<file path="src/rtl/mem_stage.sv">
// -----------------------------------------------------------------------------
// mem_stage -- memory-access stage of the five-stage pipeline.
//
// Takes the EX/MEM pipeline-register outputs, drives a request/acknowledge
// data-memory port, resolves branches and loads the MEM/WB register that
// feeds write-back. While an access is outstanding the upstream pipeline is
// held with `stall`. A wait counter aborts accesses that never complete.
//
// Parameters
//   TIMEOUT   : maximum wait cycles after the first request cycle before the
//               access is aborted; 0 disables the timeout.
//
// Build option
//   MEM_MISALIGN_CHECK_EN : when defined, accesses with ALURes[1:0] != 0 are
//               not issued; they retire at once with write-back suppressed
//               and a one-cycle `misalign` pulse. When undefined, no
//               alignment check is done and `misalign` is tied low.
//
// Ports
//   clk, rst_n        : clock (rising edge), synchronous active-low reset
//   WB[1:0]           : {RegWrite, MemtoReg} from EX/MEM
//   M[2:0]            : {Branch, MemRead, MemWrite} from EX/MEM
//   ALURes[31:0]      : effective address / ALU result
//   DataIn[31:0]      : store data
//   RdRt[4:0]         : destination register
//   zero              : ALU zero flag
//   dmem_req/we/addr/wdata (out), dmem_rdata/ack (in) : data-memory port
//   stall             : holds upstream stages and EX/MEM while high
//   PCSrc             : branch taken
//   WBReg, ReadData, ALUReg, RdRtReg : MEM/WB register outputs
//   bus_err           : one-cycle pulse on a timeout abort
//   misalign          : one-cycle pulse on a rejected misaligned access
// -----------------------------------------------------------------------------
module mem_stage #(
  parameter int TIMEOUT = 16
) (
  input  logic        clk,
  input  logic        rst_n,
  input  logic [1:0]  WB,
  input  logic [2:0]  M,
  input  logic [31:0] ALURes,
  input  logic [31:0] DataIn,
  input  logic [4:0]  RdRt,
  input  logic        zero,
  output logic        dmem_req,
  output logic        dmem_we,
  output logic [31:0] dmem_addr,
  output logic [31:0] dmem_wdata,
  input  logic [31:0] dmem_rdata,
  input  logic        dmem_ack,
  output logic        stall,
  output logic        PCSrc,
  output logic [1:0]  WBReg,
  output logic [31:0] ReadData,
  output logic [31:0] ALUReg,
  output logic [4:0]  RdRtReg,
  output logic        bus_err,
  output logic        misalign
);

  // A zero TIMEOUT still needs a one-bit counter to keep widths legal.
  localparam int            CW     = (TIMEOUT > 0) ? $clog2(TIMEOUT + 1) : 1;
  localparam logic [CW-1:0] CNT_MAX = CW'(TIMEOUT);
  localparam bit            TO_EN  = (TIMEOUT != 0);

  typedef enum logic {
    IDLE = 1'b0,
    BUSY = 1'b1
  } state_e;

  state_e        state_q, state_d;
  logic [CW-1:0] cnt_q,   cnt_d;
  logic [1:0]    wb_q,    wb_d;
  logic [31:0]   rd_q,    rd_d;
  logic [31:0]   alu_q,   alu_d;
  logic [4:0]    rdrt_q,  rdrt_d;

  logic access_s;
  logic misal_s;
  logic stall_s;
  logic abort_s;

  assign access_s = M[1] | M[0];

`ifdef MEM_MISALIGN_CHECK_EN
  // Only a fresh access in IDLE can be rejected; BUSY was entered aligned
  // and its inputs are held stable by the stall.
  assign misal_s = access_s && (ALURes[1:0] != 2'b00) && (state_q == IDLE);
`else
  assign misal_s = 1'b0;
`endif

  assign dmem_req   = (state_q == BUSY) | (access_s & ~misal_s);
  assign dmem_we    = M[0];   // MemWrite wins over MemRead
  assign dmem_addr  = ALURes;
  assign dmem_wdata = DataIn;

  assign PCSrc = M[2] & zero & (state_q == IDLE);

  // Status outputs are forced low while reset is asserted.
  assign stall    = rst_n & stall_s;
  assign bus_err  = rst_n & abort_s;
  assign misalign = rst_n & misal_s;

  assign WBReg    = wb_q;
  assign ReadData = rd_q;
  assign ALUReg   = alu_q;
  assign RdRtReg  = rdrt_q;

  // Next-state and MEM/WB next-value selection.
  always_comb begin
    state_d = state_q;
    cnt_d   = cnt_q;
    wb_d    = wb_q;
    rd_d    = rd_q;
    alu_d   = alu_q;
    rdrt_d  = rdrt_q;
    stall_s = 1'b0;
    abort_s = 1'b0;

    case (state_q)
      IDLE: begin
        if (!access_s) begin
          // Non-memory instruction passes straight through.
          wb_d   = WB;
          rd_d   = 32'd0;
          alu_d  = ALURes;
          rdrt_d = RdRt;
        end else if (misal_s) begin
          // Rejected without a request: retire with write-back suppressed.
          wb_d = 2'b00;
          rd_d = 32'd0;
        end else if (dmem_ack) begin
          wb_d   = WB;
          rd_d   = M[0] ? 32'd0 : dmem_rdata;
          alu_d  = ALURes;
          rdrt_d = RdRt;
        end else begin
          stall_s = 1'b1;
          state_d = BUSY;
          cnt_d   = CW'(1);
          wb_d    = 2'b00;   // bubble
        end
      end
      BUSY: begin
        if (dmem_ack) begin
          // Ack wins even on the cycle the counter reaches its limit.
          wb_d    = WB;
          rd_d    = M[0] ? 32'd0 : dmem_rdata;
          alu_d   = ALURes;
          rdrt_d  = RdRt;
          state_d = IDLE;
          cnt_d   = '0;
        end else if (TO_EN && (cnt_q == CNT_MAX)) begin
          abort_s = 1'b1;
          wb_d    = 2'b00;
          rd_d    = 32'd0;
          state_d = IDLE;
          cnt_d   = '0;
        end else begin
          stall_s = 1'b1;
          cnt_d   = cnt_q + CW'(1);
          wb_d    = 2'b00;   // bubble
        end
      end
      default: begin
        state_d = IDLE;
        cnt_d   = '0;
      end
    endcase
  end

  // State, wait counter and MEM/WB register with synchronous reset.
  always_ff @(posedge clk) begin
    if (!rst_n) begin
      state_q <= IDLE;
      cnt_q   <= '0;
      wb_q    <= 2'b00;
      rd_q    <= 32'd0;
      alu_q   <= 32'd0;
      rdrt_q  <= 5'd0;
    end else begin
      state_q <= state_d;
      cnt_q   <= cnt_d;
      wb_q    <= wb_d;
      rd_q    <= rd_d;
      alu_q   <= alu_d;
      rdrt_q  <= rdrt_d;
    end
  end

endmodule

</file>
<file path="config.mk">
export PLATFORM = sky130hd
export DESIGN_NAME = mem_stage
export DESIGN_NICKNAME = d
export VERILOG_FILES = /design/src/rtl/mem_stage.sv
export SDC_FILE = /design/constraint.sdc
export NUM_CORES = 1
export LEC_CHECK = 0
export ABC_AREA = 1
export CORE_MARGIN = 2
export CORE_UTILIZATION = 33
export DETAILED_ROUTE_END_ITERATION = 8
export GPL_TIMING_DRIVEN = 0
export MAX_ROUTING_LAYER = met4
export PLACE_DENSITY = 0.77
export SYNTH_ARGS = -nofsm -noshare
export SYNTH_HDL_FRONTEND = slang
export SYNTH_SLANG_ARGS = --single-unit
</file>
<file path="constraint.sdc">
create_clock -name clk -period 1.3 [get_ports clk]
set_input_delay 0.26 -clock clk [delete_from_list [all_inputs] [get_ports clk]]
set_output_delay 0.26 -clock clk [all_outputs]
set_load 0.02 [all_outputs]
</file>
==> flow_metrics.tcl, run 1 <==
set metrics [dict create \
    outcome "complete, but fails checks" \
    failed_checks "setup timing" \
    cp.required_ns 1.04 \
    period_minus_slack_ns 1.70 \
    slew_headroom_pct 55.4 \
    vias 4283 \
    grt_pass1_wl_um 19600 \
    cts_made_buffers 9 \
    max_freq_ghz 0.589 \
    vdd.ir_drop.worst_v 0.000901 \
    h-tree-depth 3 \
    cp-start-kind "register" \
    critical_path_class "register to primary output" \
    cp.arrival_ns 1.44 \
    rows 39 \
    drt_iter0_drc 158 \
    syn_area_mm2 0.00385 \
    rsz0062_at_grt "true" \
    fin_ws_ns -0.398 \
    p_per_area_mw_per_mm2 1030 \
    crit_top_cell "nand2_4" \
    hold_class "input port to register" \
    worstSkewPairLatency_ns 0.33 \
    nets 934 \
    die_x_um 112 \
    io_pins 251 \
    switching_share_pct 30.5 \
    crit_fanout 3 \
    initial_utilization_pct 33.7 \
    antenna_left 0 \
    syn_avg_cell_area_um2 6.69 \
    maxSlewViolCount 0 \
    finalHoldViolations 0 \
    syn2layout_area_growth_pct 78.5 \
    netSwitchingPower_mw 2.16 \
    antenna_found_initial 0 \
    combPwrFrac_pct 29.7 \
    crit_slowest_cell "dfxtp_4" \
    worst_slew_pin_slew_ns 0.669 \
    yosysTopAreaCell "dfxtp_1" \
    firstDrtPassIters 7 \
    grt_overflow 0 \
    ys_types 22 \
    yosys_warnings 0 \
    path_buf_inv 3 \
    cts.sinks 77 \
    power_frac_seq_pct 37.1 \
    cts_tree "yes" \
    synth.area.top_cells "dfxtp_1, nor2_1, buf_4" \
    grt_pass1_vias 3893 \
    max_stage_delay_ns 0.36 \
    final_area_mm2 0.00687 \
    dp_hpwl_um 9300 \
    fp.dieH_um 112 \
    ys_seq_elements 77 \
    clkPwrFrac_pct 33.2 \
    drc 0 \
    path_cells "inv_4 > ha_4 > nand2_2 > inv_2 > nand2_4 > nand2_4 > a21oi_4 > buf_6" \
    ctsHoldBuffers 0 \
    syn-num-nets 687 \
    min_period_over_period_pct 131 \
    die-area_mm2 0.0125 \
    power_mw 7.07 \
    synth_top_area_share_pct 40.1 \
    clk_path_buf_depth 2 \
    finalSetupViolations 38 \
    dpl_cell_area_mm2 0.00620 \
    drt_wl_total_um 13200 \
    cp-end-kind "primary output" \
    grt_usage_pct 20.0 \
    gp_congestion 0.847 \
    p_int_mw 4.92 \
    finalClockSkew_ns 0.00798 \
    antenna_cells 0 \
    drv_cap 0 \
    syn_inst 575 \
    synth-seq-area-share_pct 40.1 \
    final_layout_size_suffix_gt1_share_pct 26.8 \
    p_leak_nw 3.32 \
    clk_pin_slew_worst_paths_ns 0.06 \
    wl_per_cell_um 13.6 \
    cts.root.buffer_cell "clkbuf_16" \
    port_buffers 216 \
    core_area_mm2 0.0114 \
    grt_max_degree 13 \
    crit_family "flip-flops" \
    drt-vias-per-instance 4.42 \
]
==> timing repair <==
item	4_1_cts	5_1_grt
endpoints found under the setup margin	180	79
setup buffers	8	8
pin swaps	6	34
gates resized for setup	265	111
cloned	1	4
==> metrics by stage <==
stage / cells / utilization, % / worst slack, ns / setup TNS, ns / hold slack (ns)
2_1_floorplan: 575 / - / -0.117 / -0.183 / 0.395
3_3_place_gp: 934 / 54.3 / -0.883 / -61.86 / 0.463
3_5_place_dp: 934 / 54.3 / -0.903 / -61.10 / 0.473
4_1_cts: 958 / 56.1 / -0.365 / -5.06 / 0.407
5_1_grt: 969 / 60.1 / -0.464 / -12.35 / 0.250
6_report: 969 / 60.1 / -0.398 / -9.47 / 0.247
==> sequential cells by signal, indices dropped and copies added (netlist names) <==
| signal | cells |
|---|---|
| RdRtReg | 5 |
| cnt_q | 5 |
| state_q | 1 |
| ALUReg | 32 |
| WBReg | 2 |
| ReadData | 32 |
==> worst min-delay path, cell delays in order <==
cell and delay, ns:
dlymetal6s2s_1 0.13, nor2_1 0.06, nor2_1 0.09
==> per-layer routing <==
metal | routed length [um] | global-route usage (%) | vias up | part of all wire (%)
met4 | 182 | 4.88 | 0 | 1.4
met1 | 5690 | 24.3 | 1946 | 43
li1 | - | - | 2193 | -
met2 | 6680 | 33.4 | 127 | 51
met5 | 0 | - | - | 0
met3 | 654 | 5.01 | 17 | 5.0
==> cell type report <==
class / instances / area, um^2
Multi-Input combinational cell: 355 / 1760
Inverter: 44 / 168
Sequential cell: 77 / 1550
Tap cell: 143 / 179
Clock buffer: 11 / 253
Buffer: 99 / 728
Clock inverter: 4 / 23.8
Fill cell: 1096 / 4550
Timing Repair Buffer: 236 / 2200
==> Yosys cell counts (all sizes together) <==
master and n:
ha 2, buf 85, nor2 175, or2 1, nand2 85, dfxtp 77, inv 44, nand4 2
a21oi 4, nor3 1, o21ai 39, and3 2, o21bai 1, clkbuf 14, conb 1, nand3 42
==> placed cells by master (no fill, tap or decap), drive strengths merged <==
cell	count
clkdlybuf4s15	28
dfxtp	77
buf	137
inv	44
a21oi	4
nor3	1
o21ai	39
nand2	85
clkinv	4
conb	1
ha	2
nor2	175
clkbuf	29
or2	1
nand3	42
clkdlybuf4s50	101
o21bai	1
dlymetal6s2s	3
dlygate4sd2	48
nand4	2
and3	2
==> power by group through the flow <==
stage | sequential [mW] | combinational [mW] | clock, mW
after detailed placement | 2.68 | 1.99 | 0
after CTS | 2.62 | 1.88 | 2.39
after floorplan | 2.89 | 0.821 | 0
after global routing | 2.64 | 2.26 | 2.49
after global placement | 2.68 | 1.98 | 0
final | 2.62 | 2.10 | 2.35
==> worst paths after layout <==
kind                    from            to  slack (ns)  cells past startpoint
setup / recovery    cnt_q[0]         stall       -0.40                      8
hold / removal    ALURes[20]    ALUReg[20]        0.25                      3
setup reg to reg    cnt_q[0]  ReadData[12]       -0.29                     12
hold reg to reg   ALUReg[29]    ALUReg[29]        0.48                      2
==> logic make-up after synthesis <==
logic type	after synthesis	synth area share, %
buffers and inverters	143	21.3
other	1	0.0975
AND/OR/NAND/NOR	308	32.0
flip-flops	77	40.1
AO/OA/AOI/OAI	44	5.89
adder cells (fa/ha/maj)	2	0.650
No activity file was read; power rests on OpenSTA's default activity.
==> run 2: changes to the inputs <==
--- a/config.mk
+++ b/config.mk
@@ -6,12 +6,13 @@
 export NUM_CORES = 1
 export LEC_CHECK = 0
 export ABC_AREA = 1
-export CORE_MARGIN = 2
-export CORE_UTILIZATION = 33
+export CELL_PAD_IN_SITES_DETAIL_PLACEMENT = 0
+export CELL_PAD_IN_SITES_GLOBAL_PLACEMENT = 2
+export CORE_UTILIZATION = 16
 export DETAILED_ROUTE_END_ITERATION = 8
 export GPL_TIMING_DRIVEN = 0
 export MAX_ROUTING_LAYER = met4
-export PLACE_DENSITY = 0.77
+export PLACE_DENSITY_LB_ADDON = 0.1
 export SYNTH_ARGS = -nofsm -noshare
 export SYNTH_HDL_FRONTEND = slang
 export SYNTH_SLANG_ARGS = --single-unit
==> flow_metrics.tcl, run 2 (synthesized netlist as in run 1, its figures left out) <==
set metrics [dict create \
    outcome "complete, but fails checks" \
    failed_checks "setup timing" \
    critical_path_class "register to primary output" \
    rsz0062_at_grt "true" \
    grt_max_degree 15 \
    grt_usage_pct 12.4 \
    antenna_found_initial 0 \
    final_cells 1144 \
    fillers 2630 \
    worst_slew_pin_slew_ns 0.614 \
    antenna_left 0 \
    h-tree-depth 3 \
    finalSetupViolations 38 \
    vias 4240 \
    min_period_over_period_pct 128 \
    clk_path_buf_depth 2 \
    hold-path-cell-count 3 \
    die-area_mm2 0.0247 \
    cts.sinks 77 \
    cp-start-kind "register" \
    fin_ws_ns -0.365 \
    clk_pin_slew_worst_paths_ns 0.06 \
    finalHoldViolations 0 \
    maxSlewViolCount 0 \
    r2r-end "ReadData[12]" \
    rows 56 \
    drt_iter0_drc 154 \
    grt_pass1_vias 4017 \
    timing.rr.start "cnt_q[0]" \
    cts_made_buffers 9 \
    syn2layout_area_growth_pct 82.5 \
    slew_headroom_pct 59.1 \
    io_pins 251 \
    drc 0 \
    final_cell_mix "nor2_1, clkdlybuf4s50_1, buf_4" \
    vdd.ir_drop.worst_v 0.000506 \
    dpl_cell_area_mm2 0.00642 \
    dp_hpwl_um 11300 \
    cts.root.buffer_cell "clkbuf_16" \
    port_buffers 216 \
    antenna_cells 0 \
    cp.required_ns 1.04 \
    p_leak_nw 3.21 \
    finalClockSkew_ns 0.00655 \
    initial_utilization_pct 16.3 \
    max_freq_ghz 0.600 \
    cts_tree "yes" \
    hold_class "input port to register" \
    final_area_mm2 0.00702 \
    gp_congestion 0.753 \
    drt-vias-per-instance 3.71 \
    die_x_um 157 \
    firstDrtPassIters 4 \
    core_area_mm2 0.0235 \
    drv_cap 0 \
    cp.arrival_ns 1.41 \
    reg2regPathDepth 12 \
    grt_overflow 0 \
    fp.dieH_um 157 \
    grt_pass1_wl_um 22200 \
    drt_wl_total_um 15100 \
    rrSetupSlack_ns -0.22 \
    cp-end-kind "primary output" \
    worstSkewPairLatency_ns 0.34 \
    nets 932 \
    wl_per_cell_um 13.2 \
    hold_start "ALURes[20]" \
    layout_commonest_cell "nor2_1" \
    crit_fanout 3 \
    final_layout_size_suffix_gt1_share_pct 27.8 \
    dp_cells 1110 \
    period_minus_slack_ns 1.67 \
    p_per_area_mw_per_mm2 1100 \
    hold_end "ALUReg[20]" \
]
==> run 2: power breakdown <==
part | switching, mW | internal (mW) | leakage (nW)
sequential | 0.0952 | 2.54 | 0.639
combinational | 1.08 | 0.995 | 2.40
clock | 1.09 | 1.89 | 0.170
==> run 2: worst max-delay path, stage by stage, from the launching register on <==
cell	delay, ns
dfxtp_4	0.36
inv_4	0.03
ha_4	0.14
nand2_2	0.06
inv_2	0.05
nand2_4	0.07
nand2_4	0.06
a21oi_4	0.17
buf_6	0.14
==> run 2: timing repair <==
item	in CTS	in global routing
pin swaps	6	26
endpoints found under the setup margin	180	119
cloned	0	4
hold buffers	0	0
resized for setup	310	130
buffers inserted	8	6
==> run 2: worst max-delay path by stage <==
| stage | from | endpoint | slack (ns) | depth (start not counted) |
|---|---|---|---|---|
| after floorplan | rst_n | bus_err | -0.12 | 4 |
| after global placement | dmem_ack | stall | -1.06 | 7 |
| after detailed placement | dmem_ack | stall | -1.02 | 7 |
| after CTS | cnt_q[0] | stall | -0.42 | 8 |
| after global routing | cnt_q[0] | stall | -0.43 | 8 |
| final | cnt_q[0] | stall | -0.37 | 8 |
==> run 2: metal layers <==
| metal | track usage, % | vias to the layer above | wire [um] |
|---|---|---|---|
| met2 | 21.0 | 150 | 7540 |
| li1 | - | 2184 | - |
| met5 | - | - | 0 |
| met3 | 2.53 | 8 | 870 |
| met1 | 14.7 | 1898 | 6570 |
| met4 | 3.47 | 0 | 145 |
==> run 2: metrics by stage <==
step                      TNS (ns)  utilization [%]  setup slack, ns  total power, mW  hold slack, ns
final                        -7.08             29.8           -0.365             7.70           0.244
after floorplan             -0.183                -           -0.117             3.71           0.395
after detailed placement    -68.90             27.3            -1.02             4.74           0.472
after global placement      -68.52             27.3            -1.06             4.73           0.467
after CTS                    -9.86             28.6           -0.419             7.72           0.347
after global routing        -11.85             29.8           -0.433             8.11           0.250
==> run 2: area by class of cell <==
| type | instances | area (um^2) | share of cell area, % |
|---|---|---|---|
| Timing Repair Buffer | 234 | 2160 | 30.7 |
| Multi-Input combinational cell | 355 | 1640 | 23.3 |
| Sequential cell | 77 | 1550 | 22.1 |
| Buffer | 99 | 763 | 10.9 |
| Tap cell | 319 | 399 | 5.68 |
| Clock buffer | 9 | 225 | 3.21 |
| Inverter | 44 | 170 | 2.42 |
| Clock inverter | 7 | 121 | 1.73 |
==> run 3: changes to the inputs <==
--- a/config.mk
+++ b/config.mk
@@ -8,6 +8,7 @@
 export ABC_AREA = 1
 export CELL_PAD_IN_SITES_DETAIL_PLACEMENT = 0
 export CELL_PAD_IN_SITES_GLOBAL_PLACEMENT = 2
+export CORE_ASPECT_RATIO = 0.5
 export CORE_UTILIZATION = 16
 export DETAILED_ROUTE_END_ITERATION = 8
 export GPL_TIMING_DRIVEN = 0
==> flow_metrics.tcl, run 3 (synthesized netlist as in run 1, its figures left out) <==
set metrics [dict create \
    hold_class "input port to register" \
    cp.arrival_ns 1.38 \
    finalSetupViolations 51 \
    outcome "complete, but fails checks" \
    wl_per_cell_um 13.6 \
    port_buffers 216 \
    hold_ws_ns 0.214 \
    cts.root.buffer_cell "clkbuf_16" \
    firstDrtPassIters 6 \
    hold_start "ALURes[16]" \
    crit_family "flip-flops" \
    io_pins 251 \
    cp-start-kind "register" \
    nets 932 \
    period_minus_slack_ns 1.64 \
    final_layout_size_suffix_gt1_share_pct 31.8 \
    dp_hpwl_um 11300 \
    min_period_over_period_pct 126 \
    initial_utilization_pct 16.6 \
    drt-vias-per-instance 3.77 \
    grtUsageMet2_pct 21.1 \
    timing.rr.start "cnt_q[0]" \
    vias 4266 \
    vdd.ir_drop.worst_v 0.000477 \
    crit_fanout 3 \
    final_cell_mix "nor2_1, clkdlybuf4s50_1, buf_4" \
    met1_usage_pct 15.3 \
    fillers 2547 \
    antenna_found_initial 0 \
    gp_congestion 0.732 \
    path_cells "inv_2 > ha_4 > nand2_2 > inv_2 > nand2_4 > nand2_4 > a21oi_2 > buf_4" \
    finalHoldViolations 0 \
    drv_cap 0 \
    grt_usage_pct 12.8 \
    worst_slew_pin_slew_ns 0.561 \
    core_area_mm2 0.0232 \
    fin_ws_ns -0.343 \
    cts_tree "yes" \
    failed_checks "setup timing" \
    final_area_mm2 0.00706 \
    grt_max_degree 13 \
    clk_path_buf_depth 2 \
    rows 39 \
    clk_pin_slew_worst_paths_ns 0.06 \
    path_buf_inv 3 \
    grt_overflow 0 \
    finalClockSkew_ns 0.00743 \
    p_leak_nw 3.23 \
    drt_wl_total_um 15400 \
    cts_made_buffers 9 \
    cts.sinks 77 \
    maxSlewViolCount 0 \
    crit_slowest_cell "dfxtp_4" \
    dpl_cell_area_mm2 0.00640 \
    fin_util_pct 30.5 \
    die_x_um 221 \
    h-tree-depth 3 \
    register_area_mm2 0.00155 \
    rsz0062_at_grt "true" \
    antenna_cells 0 \
    multiInputGateArea_mm2 0.00179 \
    cp.required_ns 1.04 \
    drc 0 \
    use_met3_pct 4.38 \
    dp_cells 1098 \
    slew_headroom_pct 62.6 \
    cp-startpoint "cnt_q[0]" \
    grt.busiest_layer "met2" \
    grt_pass1_wl_um 23500 \
    drt_iter0_drc 148 \
    fp.dieH_um 112 \
    grt_pass1_vias 4217 \
    max_freq_ghz 0.609 \
    worstSkewPairLatency_ns 0.34 \
    layout_commonest_cell "nor2_1" \
    p_per_area_mw_per_mm2 1070 \
    die-area_mm2 0.0247 \
    cp-end-kind "primary output" \
    syn2layout_area_growth_pct 83.6 \
    final_cells 1131 \
    critical_path_class "register to primary output" \
    max_stage_delay_ns 0.35 \
    antenna_left 0 \
]
run 3: final timing paths:
kind / to / cells after the start / slack (ns)
worst min register to register: ALUReg[27] / 2 / 0.49
worst min-delay path: ALUReg[16] / 3 / 0.21
worst max-delay path: stall / 8 / -0.34
worst max register to register: ReadData[16] / 12 / -0.24
run 3: where the power goes:
group | internal [mW] | switching (mW) | total, mW
logic | 1.02 | 1.13 | 2.16
clock network | 1.72 | 1.08 | 2.80
registers | 2.54 | 0.0994 | 2.64
run 3: cell type report:
type | count | area share (%)
well taps | 307 | 5.44
flip-flops and latches | 77 | 22.0
inverters | 44 | 2.41
clock inverters | 4 | 1.03
multi-input cells | 355 | 25.3
repair buffers | 235 | 29.8
clock buffers | 11 | 3.44
plain buffers | 98 | 10.6
run 3: per-stage QoR:
stage / setup WS, ns / total power [mW] / setup TNS [ns]
after floorplan: -0.117 / 3.71 / -0.183
after global placement: -0.930 / 4.75 / -66.98
after detailed placement: -0.911 / 4.75 / -66.69
after CTS: -0.387 / 7.53 / -13.89
after global routing: -0.411 / 8.02 / -12.33
final: -0.343 / 7.59 / -8.12
run 3: repair_timing:
item	in CTS	in global routing
hold buffers	0	0
setup endpoints to repair	180	125
cloned	0	3
buffers inserted	9	7
pin swaps	5	8
gates resized for setup	318	169
run 3: worst min-delay path, delay by kind of cell:
family | cells | cell delay (ns)
buffers and inverters | 1 | 0.12
and+or+nand+nor | 2 | 0.14
run 3: routing by layer:
metal,up-vias,routed length (um),part of all wire [%]
met1,1958,7050,46
met5,-,0,0
li1,2179,-,-
met3,6,938,6.1
met2,123,7310,48
met4,0,87,0.57
